[config.mk]
export PLATFORM = sky130hd
export DESIGN_NAME = memctl_master_flat
export DESIGN_NICKNAME = d
export VERILOG_FILES = /design/src/rtl/memctl_master_if.sv /design/src/rtl/memctl_master.sv /design/src/flat_wrapper.sv
export SDC_FILE = /design/constraint.sdc
export NUM_CORES = 1
export LEC_CHECK = 0
export ABC_AREA = 1
export CAP_MARGIN = 20
export CORE_UTILIZATION = 53
export CTS_BUF_LIST = sky130_fd_sc_hd__clkbuf_4 sky130_fd_sc_hd__clkbuf_8 sky130_fd_sc_hd__clkbuf_16
export DETAILED_ROUTE_END_ITERATION = 12
export PLACE_DENSITY = 0.9
export SKIP_LAST_GASP = 1
export SLEW_MARGIN = 20
export SYNTH_ARGS = -nofsm -noshare
export SYNTH_HDL_FRONTEND = slang
export SYNTH_SLANG_ARGS = --single-unit
[constraint.sdc]
create_clock -name clk -period 5.5 [get_ports clk]
set_input_delay 0.55 -clock clk [delete_from_list [all_inputs] [get_ports clk]]
set_output_delay 0.55 -clock clk [all_outputs]
set_load 0.005 [all_outputs]
[src/rtl/memctl_master_if.sv]
// Request/response and byte-wide memctl signals of memctl_master.
// master: the memctl_master side; slave: the CPU/memory side.
interface memctl_master_if #(
    parameter int unsigned ADDR_W = 17
);
    logic              req_valid;
    logic              req_ready;
    logic              req_write;
    logic [1:0]        req_size;
    logic [ADDR_W-1:0] req_addr;
    logic [31:0]       req_wdata;
    logic              rsp_valid;
    logic              rsp_err;
    logic [31:0]       rsp_rdata;
    logic [ADDR_W-1:0] mem_addr;
    logic [7:0]        mem_wdata;
    logic              mem_we;
    logic [7:0]        mem_rdata;

    modport master (
        input  req_valid, req_write, req_size, req_addr, req_wdata, mem_rdata,
        output req_ready, rsp_valid, rsp_err, rsp_rdata, mem_addr, mem_wdata, mem_we
    );

    modport slave (
        output req_valid, req_write, req_size, req_addr, req_wdata, mem_rdata,
        input  req_ready, rsp_valid, rsp_err, rsp_rdata, mem_addr, mem_wdata, mem_we
    );
endinterface

[src/rtl/memctl_master.sv]
// Splits byte/half/word load-store requests into little-endian byte accesses on memctl.
// Optional MEMCTL_MASTER_ALIGN_CHECK_EN: misaligned requests are rejected with rsp_err.
module memctl_master #(
    parameter int unsigned ADDR_W    = 17,
    parameter int unsigned MEM_BYTES = 65536
) (
    input  logic            clk,
    input  logic            rst,
    memctl_master_if.master bus
);
    localparam logic [ADDR_W:0] LAST_ADDR = (ADDR_W+1)'(MEM_BYTES - 1);

    typedef enum logic [2:0] {IDLE, WRITE, READ, DRAIN, RESP} state_t;
    state_t state, state_nxt;

    logic [1:0]        idx, idx_nxt, n_last, n_last_nxt, cap_idx, cap_idx_nxt, idx_inc_c;
    logic [ADDR_W-1:0] addr_q, addr_nxt;
    logic [31:0]       wdata_q, wdata_nxt, acc, acc_nxt, asm_c;
    logic              req_ready_q, req_ready_nxt, rsp_valid_q, rsp_valid_nxt;
    logic              rsp_err_q, rsp_err_nxt, mem_we_q, mem_we_nxt;
    logic [31:0]       rsp_rdata_q, rsp_rdata_nxt;
    logic [ADDR_W-1:0] mem_addr_q, mem_addr_nxt;
    logic [7:0]        mem_wdata_q, mem_wdata_nxt;
    logic              fire_c, err_c, cap_c;
    logic [1:0]        req_last_c;
    logic [ADDR_W:0]   end_addr_c;

    assign bus.req_ready = req_ready_q;
    assign bus.rsp_valid = rsp_valid_q;
    assign bus.rsp_err   = rsp_err_q;
    assign bus.rsp_rdata = rsp_rdata_q;
    assign bus.mem_addr  = mem_addr_q;
    assign bus.mem_wdata = mem_wdata_q;
    assign bus.mem_we    = mem_we_q;

    // Request decode: byte count and range check at ADDR_W+1 bits so the end address cannot wrap.
    always_comb begin
        fire_c = bus.req_valid & req_ready_q;
        case (bus.req_size)
            2'd1:    req_last_c = 2'd1;
            2'd2:    req_last_c = 2'd3;
            default: req_last_c = 2'd0;
        endcase
        end_addr_c = {1'b0, bus.req_addr} + (ADDR_W+1)'(req_last_c);
        err_c      = (bus.req_size == 2'd3) || (end_addr_c > LAST_ADDR);
`ifdef MEMCTL_MASTER_ALIGN_CHECK_EN
        if ((bus.req_addr[1:0] & req_last_c) != 2'd0) err_c = 1'b1;
`endif
    end

    // Read data trails the address by one cycle; DRAIN catches the last byte.
    always_comb begin
        cap_c = ((state == READ) && (idx != 2'd0)) || (state == DRAIN);
        asm_c = acc;
        if (cap_c) asm_c[{cap_idx, 3'b000} +: 8] = bus.mem_rdata;
    end

    always_ff @(posedge clk or posedge rst) begin
        if (rst) state <= IDLE;
        else     state <= state_nxt;
    end

    always_comb begin
        state_nxt = state;
        case (state)
            IDLE:    if (fire_c) state_nxt = err_c ? RESP : (bus.req_write ? WRITE : READ);
            WRITE:   if (idx == n_last) state_nxt = RESP;
            READ:    if (idx == n_last) state_nxt = DRAIN;
            DRAIN:   state_nxt = RESP;
            RESP:    state_nxt = IDLE;
            default: state_nxt = IDLE;
        endcase
    end

    // Computes next-cycle values of all registered outputs and the request context.
    always_comb begin
        idx_inc_c     = idx + 2'd1;
        idx_nxt       = idx;
        n_last_nxt    = n_last;
        addr_nxt      = addr_q;
        wdata_nxt     = wdata_q;
        acc_nxt       = asm_c;
        cap_idx_nxt   = cap_idx + {1'b0, cap_c};
        req_ready_nxt = 1'b0;
        rsp_valid_nxt = 1'b0;
        rsp_err_nxt   = 1'b0;
        rsp_rdata_nxt = rsp_rdata_q;
        mem_addr_nxt  = mem_addr_q;
        mem_wdata_nxt = mem_wdata_q;
        mem_we_nxt    = 1'b0;
        case (state)
            IDLE: begin
                req_ready_nxt = 1'b1;
                if (fire_c) begin
                    req_ready_nxt = 1'b0;
                    idx_nxt       = 2'd0;
                    n_last_nxt    = req_last_c;
                    addr_nxt      = bus.req_addr;
                    wdata_nxt     = bus.req_wdata;
                    acc_nxt       = 32'd0;
                    cap_idx_nxt   = 2'd0;
                    if (err_c) begin
                        rsp_valid_nxt = 1'b1;
                        rsp_err_nxt   = 1'b1;
                    end else begin
                        mem_addr_nxt = bus.req_addr;
                        mem_we_nxt   = bus.req_write;
                        if (bus.req_write) mem_wdata_nxt = bus.req_wdata[7:0];
                    end
                end
            end
            WRITE, READ: begin
                if (idx != n_last) begin
                    idx_nxt      = idx_inc_c;
                    mem_addr_nxt = addr_q + ADDR_W'(idx_inc_c);
                    if (state == WRITE) begin
                        mem_we_nxt    = 1'b1;
                        mem_wdata_nxt = wdata_q[{idx_inc_c, 3'b000} +: 8];
                    end
                end else if (state == WRITE) begin
                    rsp_valid_nxt = 1'b1;
                end
            end
            DRAIN: begin
                rsp_valid_nxt = 1'b1;
                rsp_rdata_nxt = asm_c;
            end
            RESP:    req_ready_nxt = 1'b1;
            default: ;
        endcase
    end

    always_ff @(posedge clk or posedge rst) begin
        if (rst) begin
            idx         <= 2'd0;
            n_last      <= 2'd0;
            cap_idx     <= 2'd0;
            addr_q      <= '0;
            wdata_q     <= 32'd0;
            acc         <= 32'd0;
            req_ready_q <= 1'b1;
            rsp_valid_q <= 1'b0;
            rsp_err_q   <= 1'b0;
            rsp_rdata_q <= 32'd0;
            mem_addr_q  <= '0;
            mem_wdata_q <= 8'd0;
            mem_we_q    <= 1'b0;
        end else begin
            idx         <= idx_nxt;
            n_last      <= n_last_nxt;
            cap_idx     <= cap_idx_nxt;
            addr_q      <= addr_nxt;
            wdata_q     <= wdata_nxt;
            acc         <= acc_nxt;
            req_ready_q <= req_ready_nxt;
            rsp_valid_q <= rsp_valid_nxt;
            rsp_err_q   <= rsp_err_nxt;
            rsp_rdata_q <= rsp_rdata_nxt;
            mem_addr_q  <= mem_addr_nxt;
            mem_wdata_q <= mem_wdata_nxt;
            mem_we_q    <= mem_we_nxt;
        end
    end
endmodule

[src/flat_wrapper.sv]
// flat-port wrapper written by rule: the top's interface ports become plain ports
module memctl_master_flat 
#(
    parameter int unsigned ADDR_W    = 17,
    parameter int unsigned MEM_BYTES = 65536
)
  (clk, rst, bus_req_valid, bus_req_write, bus_req_size, bus_req_addr, bus_req_wdata, bus_mem_rdata, bus_req_ready, bus_rsp_valid, bus_rsp_err, bus_rsp_rdata, bus_mem_addr, bus_mem_wdata, bus_mem_we);
  memctl_master_if #(.ADDR_W(ADDR_W)) bus_i ();
  input  logic clk;
  input  logic rst;
  input wire logic [$bits(bus_i.req_valid)-1:0] bus_req_valid;
  input wire logic [$bits(bus_i.req_write)-1:0] bus_req_write;
  input wire logic [$bits(bus_i.req_size)-1:0] bus_req_size;
  input wire logic [$bits(bus_i.req_addr)-1:0] bus_req_addr;
  input wire logic [$bits(bus_i.req_wdata)-1:0] bus_req_wdata;
  input wire logic [$bits(bus_i.mem_rdata)-1:0] bus_mem_rdata;
  output wire logic [$bits(bus_i.req_ready)-1:0] bus_req_ready;
  output wire logic [$bits(bus_i.rsp_valid)-1:0] bus_rsp_valid;
  output wire logic [$bits(bus_i.rsp_err)-1:0] bus_rsp_err;
  output wire logic [$bits(bus_i.rsp_rdata)-1:0] bus_rsp_rdata;
  output wire logic [$bits(bus_i.mem_addr)-1:0] bus_mem_addr;
  output wire logic [$bits(bus_i.mem_wdata)-1:0] bus_mem_wdata;
  output wire logic [$bits(bus_i.mem_we)-1:0] bus_mem_we;
  assign bus_i.req_valid = bus_req_valid;
  assign bus_i.req_write = bus_req_write;
  assign bus_i.req_size = bus_req_size;
  assign bus_i.req_addr = bus_req_addr;
  assign bus_i.req_wdata = bus_req_wdata;
  assign bus_i.mem_rdata = bus_mem_rdata;
  assign bus_req_ready = bus_i.req_ready;
  assign bus_rsp_valid = bus_i.rsp_valid;
  assign bus_rsp_err = bus_i.rsp_err;
  assign bus_rsp_rdata = bus_i.rsp_rdata;
  assign bus_mem_addr = bus_i.mem_addr;
  assign bus_mem_wdata = bus_i.mem_wdata;
  assign bus_mem_we = bus_i.mem_we;
  memctl_master #(.ADDR_W(ADDR_W), .MEM_BYTES(MEM_BYTES)) u_core (.clk(clk), .rst(rst), .bus(bus_i));
endmodule
# After elaboration in Yosys (flattened, before gate mapping)

Cells that the tools add are included.

Flip-flop bits (word level): 151
Input port bits: 63
Output and inout port bits: 61
Logic and storage cells: 90

Add/subtract/negate cells: 5
$lt $le $gt $ge: 1
Equal/unequal tests: 16
Shift operators: 3
Muxes and demuxes: 38
Bitwise logic cells: 1
Reduce and logical (&&, ||, !) cells: 12

Operators with widths:

| cell                                                             | count |
|---|---|
| 2-to-1 mux 32 bit                                                | 3 |
| 2-to-1 mux 17 bit                                                | 3 |
| 2-to-1 mux 8 bit                                                 | 5 |
| case mux 17 bit (2 select lines)                                 | 1 |
| bitwise mux 32 bit                                               | 1 |
| variable shift 8 x 7 -> 32 bit (first input constant)            | 1 |
| indexed part select 32 x 6 -> 8 bit                              | 1 |
| indexed part select 8 x 7 -> 32 bit                              | 1 |
| adder 17 x 2 -> 18 bit                                           | 1 |
| greater-than comparator 18 x 16 -> 1 bit (second input constant) | 1 |
| adder 17 x 2 -> 17 bit                                           | 1 |
| case mux 8 bit (2 select lines)                                  | 1 |
| 2-to-1 mux 3 bit                                                 | 4 |
| case mux 3 bit (4 select lines)                                  | 1 |
| 2-to-1 mux 2 bit                                                 | 5 |
| 2-to-1 mux 1 bit                                                 | 9 |
| != test 2 x 1 -> 1 bit (second input constant)                   | 4 |
| case mux 2 bit (2 select lines)                                  | 2 |
| negator 5 -> 7 bit                                               | 1 |
| == test 3 x 2 -> 1 bit (second input constant)                   | 2 |
| != test 2 bit (second input constant)                            | 3 |
| AND reduction 3 bit                                              | 2 |
| AND reduction 6 bit                                              | 1 |
| == test 2 bit (second input constant)                            | 2 |
| other kinds (17)                                                 | 20 |

# Logic depth before layout (Yosys ltp)

Depth in word-level cells: 8
Gate-level depth with buffers: 16
Depth with buffers taken out: 16

# Worst setup path after synthesis

OpenSTA, ideal clock, no wires.

Kind: reg2reg
Start point: reg u_core.idx[0]
End point: reg u_core.mem_addr_q[10] (netlist: u_core.bus.mem_addr[10])
Arrival: 2.526 ns
Setup slack: 2.858 ns
Stages on the path, launching flop included: 15
Buffers on the path: 2
Period minus slack after synthesis: 2.642 ns
Cell sequence: dfrtp_1 -> buf_2 -> clkinv_1 -> clkbuf_1 -> ha_1 -> fa_1 -> nand3_1 -> inv_1 -> nand2_1 -> nor2_1 -> or2_2 -> nand2_1 -> o21ai_0 -> nand3_1 -> nand2_1

Cells in the longest elaborated chain, start to end: 4
Elaborated cells between the ends (all ways): 7

RTL lines:

| what                             | RTL line             | RTL |
|---|---|---|
| from (decl)                      | memctl_master.sv:16  | `logic [1:0] idx, idx_nxt, n_last, n_last_nxt, cap_idx, cap_idx_nxt, idx_inc_c;` |
| from (signal assigned)           | memctl_master.sv:149 | `idx <= idx_nxt;` |
| adder 2 x 1 -> 2 bit             | memctl_master.sv:77  | `idx_inc_c = idx + 2'd1;` |
| adder 17 x 2 -> 17 bit           | memctl_master.sv:115 | `mem_addr_nxt = addr_q + ADDR_W'(idx_inc_c);` |
| 2-to-1 mux 17 bit                | memctl_master.sv:113 | `if (idx != n_last) begin` |
| case mux 17 bit (2 select lines) | memctl_master.sv:91  | `case (state)` |
| to (signal assigned)             | memctl_master.sv:159 | `mem_addr_q <= mem_addr_nxt;` |
| to (decl)                        | memctl_master.sv:22  | `logic [ADDR_W-1:0] mem_addr_q, mem_addr_nxt;` |

Parallel ways exist; a longest one is shown, timed or not. The select of a mux whose other input is x is not followed.
A chain may end at the register's enable or synchronous reset.

# Worst setup path in the final report

Same ends and word-level chain as after synthesis.

==> results.toml <==
[run_status]
status = "finished, final reports clean"

[global_routing]
grt_pass1_wl_um = 28700
grt_max_degree = 100
grt_usage_pct = 26.1
grt_pass1_vias = 5887
gr-total-overflow = 0
antenna_found_initial = 0

[sta]
worst_slew_pin_slew_ns = 0.874
hold_viol_final = 0
setup_tns_ns = 0
grt_setup_unrepaired = "no"
min_period_ns = 3.53
finalCritPeriodShare_pct = 64.1
fmax_ghz = 0.284
setup_ws_ns = 1.97
setup_viol = 0
finClkSkew_ns = 0.00801
relSlewSlack_pct = 41.8
maxSlewViolCount = 0

[place]
hpwl_um = 11500
dpl_worst_slack_ns = 2.10
io_buffers = 123
place_congestion = 0.881

[hold_path]
hp-class = "flop to flop"
hp-start = "u_core.wdata_q[26]$_DFFE_PP0P_"
hold-path-endpoint = "u_core.wdata_q[26]$_DFFE_PP0P_"
hold_depth = 2

[worst_setup_path]
worst_setup_path_end_kind = "flop"
timing.rr.end = "u_core.bus.mem_addr[10]$_DFFE_PP0P_"
r2r_slack_ns = 1.97
cp_max_fo = 20
reg2regPathDepth = 12
rr_startpoint = "u_core.idx[0]$_DFFE_PP0P_"
startpoint_type = "flop"
critPathRequiredTime_ns = 5.82
crit_type = "flop to flop"
crit_path_frequent_cell = "nand2_1"
worstPathCellList = "clkinv_1 -> ha_1 -> fa_1 -> nand3_1 -> inv_1 -> nand2_1 -> nor2_1 -> or2_2 -> nand2_1 -> o21ai_0 -> nand3_1 -> nand2_1"
cpPeakStageDelay_ns = 0.69
cp.arrival_ns = 3.84
slowest_stage = "dfrtp_1"

[pwr]
clock_power_share_pct = 24.5
p_switching_w = 0.00173
powerDensity_nw_per_um2 = 515
p_int_w = 0.00296
combPwrFrac_pct = 36.9
total_leakage_power_nw = 4.33
swShare_pct = 37.0
seqPwrFrac_pct = 38.6
ir_drop_v = 0.000251

[logic_synthesis]
synth_commonest_cells = "308 x nand2_1, 150 x dfrtp_1, 105 x nor2_1"
seq_area_frac_synth_pct = 52.2
yosys_register_bits = 151
synthArstFlopShare_pct = 100
synth_fp_nets = 982
ys_top_cells_by_area = "dfrtp_1 52%, nand2_1 16%, o21ai_0 6.1%, nor2_1 5.4%, nand3_1 3.0%"
synth_warnings = 0
ys_types = 34
yosys.area.top_type = "dfrtp_1"
synth_ff_type = "dfrtp_1"
netlist_area_um2 = 7240
avgSynthCellArea_um2 = 8.01
synthCells = 904
synth_edf_count = 0
synth_most_common_cell = "nand2_1"
synth_top_area_share_pct = 51.8

[routing]
dr_total_vias = 6423
avgRoutedWirePerCell_um = 14.2
drc = 0
drt-initial-drc-count = 672
ant_nets = 0
wirelength_um = 17000
vias_per_cell = 5.36
drt_first_pass_iters = 6

[clock_tree]
clock_path_buffers = 2
cts_setup_buffers = 0
cts_buffers = 17
ctsHtreeMaxLevel = 4
hold_buffers = 0
ctsRootBufferMaster = "clkbuf_16"
cts_tree = "built"
clock_sinks = 151
cts_resized = 0
path_clk_slew_ns = 0.06
clk_latency_ns = 0.43

[flow_run]
cap_violations = 0

[cells_and_area]
nets = 1088
fillers = 1035
syn2layout_area_growth_pct = 25.7
drive_gt1_share_pct = 5.97
n_antenna_cell = 0

[floorplanning]
ios = 124
die_w_um = 119
dieArea_um2 = 14100
rows = 42
start_util_pct = 54.5
dieHeight_um = 119
coreArea_um2 = 13300
-- registers in the layout, indices dropped and copies added, names as in the netlist --
signal                flops
u_core.idx                2
u_core.bus.mem_addr      17
u_core.bus.rsp_rdata     32
u_core.bus.mem_we         1
u_core.acc               32
u_core.wdata_q           32
u_core.bus.mem_wdata      8
u_core.addr_q            17
u_core.bus.rsp_valid      1
u_core.cap_idx            2
u_core.bus.rsp_err        1
u_core.n_last             2
u_core.bus.req_ready      1
u_core.state              3
-- routing by layer --
layer / vias to the layer above / share of wire (%) / global-route usage (%)
li1: 3117 / - / -
met2: 308 / 48 / 41.4
met5: - / 0 / 0
met4: 0 / 2.3 / 11.8
met1: 2957 / 42 / 34.8
met3: 41 / 6.9 / 5.03
-- logic make-up (layout without fill, tap and decap cells) --
group / Yosys count / in the layout / synth area share, %
simple gates: 492 / 492 / 27.8
flops: 151 / 151 / 52.2
compound gates: 143 / 143 / 10.6
buf+inv: 97 / 215 / 5.93
fa+ha+maj: 15 / 15 / 2.80
xor+xnor: 6 / 6 / 0.726
-- final cells by class --
class,instances,area (um2),share of cell area (%)
sequential,151,3780,41.5
multi-input combinational,656,3030,33.3
timing repair buffer,127,1260,13.9
clock buffer,24,490,5.39
tap,176,220,2.42
inverter,57,219,2.41
clock inverter,7,96.3,1.06
-- worst max-delay path by stage --
stage                                                to                       from  slack [ns]  cells after the start
finish              u_core.bus.mem_addr[10]$_DFFE_PP0P_  u_core.idx[0]$_DFFE_PP0P_        1.97                     12
global route        u_core.bus.mem_addr[10]$_DFFE_PP0P_  u_core.idx[0]$_DFFE_PP0P_        1.69                     12
detailed placement  u_core.bus.mem_addr[10]$_DFFE_PP0P_  u_core.idx[0]$_DFFE_PP0P_        2.10                     12
CTS                 u_core.bus.mem_addr[10]$_DFFE_PP0P_  u_core.idx[0]$_DFFE_PP0P_        2.03                     12
floorplan                       u_core.acc[0]$_DFF_PP0_                        rst        0.89                      1
global placement    u_core.bus.mem_addr[10]$_DFFE_PP0P_            bus_req_size[0]        2.19                     16
-- per-stage QoR --
step / hold WS [ns] / util, % / power [W] / std cells / instance area, um2
global route: 0.497 / 68.4 / 0.00502 / 1198 / 9100
detailed placement: 0.456 / 64.0 / 0.00352 / 1167 / 8510
floorplan: 0.437 / - / 0.00287 / 904 / 7240
finish: 0.472 / 68.4 / 0.00469 / 1198 / 9100
global placement: 0.449 / 64.0 / 0.00345 / 1167 / 8510
CTS: 0.475 / 68.4 / 0.00469 / 1198 / 9100
-- worst max-delay path, delay by kind of cell (launching register included) --
| kind | cells | cell delay [ns] |
|---|---|---|
| buffers and inverters | 2 | 0.67 |
| DFF | 1 | 0.69 |
| and+or+nand+nor | 7 | 0.83 |
| AOI/OAI and AO/OA | 1 | 0.07 |
| adders and majority gates | 2 | 1.14 |
-- power by group through the flow --
stage	sequential, W	combinational, W	clock [W]
final	0.00181	0.00173	0.00115
after global routing	0.00185	0.00196	0.00121
after detailed placement	0.00181	0.00171	0
after global placement	0.00180	0.00165	0
after CTS	0.00180	0.00173	0.00116
after floorplan	0.00173	0.00114	0
-- layout by cell type (no fill, tap or decap), types with 3 or more instances in the layout --
master           netlist  final
nand2_1              308    308
o21ai_1               10     10
buf_4                  2      4
o31ai_1                5      5
clkbuf_16              0     17
nor2_2                 3      3
nand4_1               15     15
clkbuf_4               0      5
clkinvlp_4             0      3
inv_1                 50     49
a31oi_1               15     15
nand3_1               43     43
xor2_1                 4      4
dfrtp_1              150    150
nand2_2                7      7
inv_2                  5      5
o21ai_0               88     88
clkdlybuf4s50_1        0    123
a21oi_1               19     19
nor4_1                 3      3
nor2_1               105    105
ha_1                  13     13
nor2_4                 3      3
No activity file was read; power rests on OpenSTA's default activity.
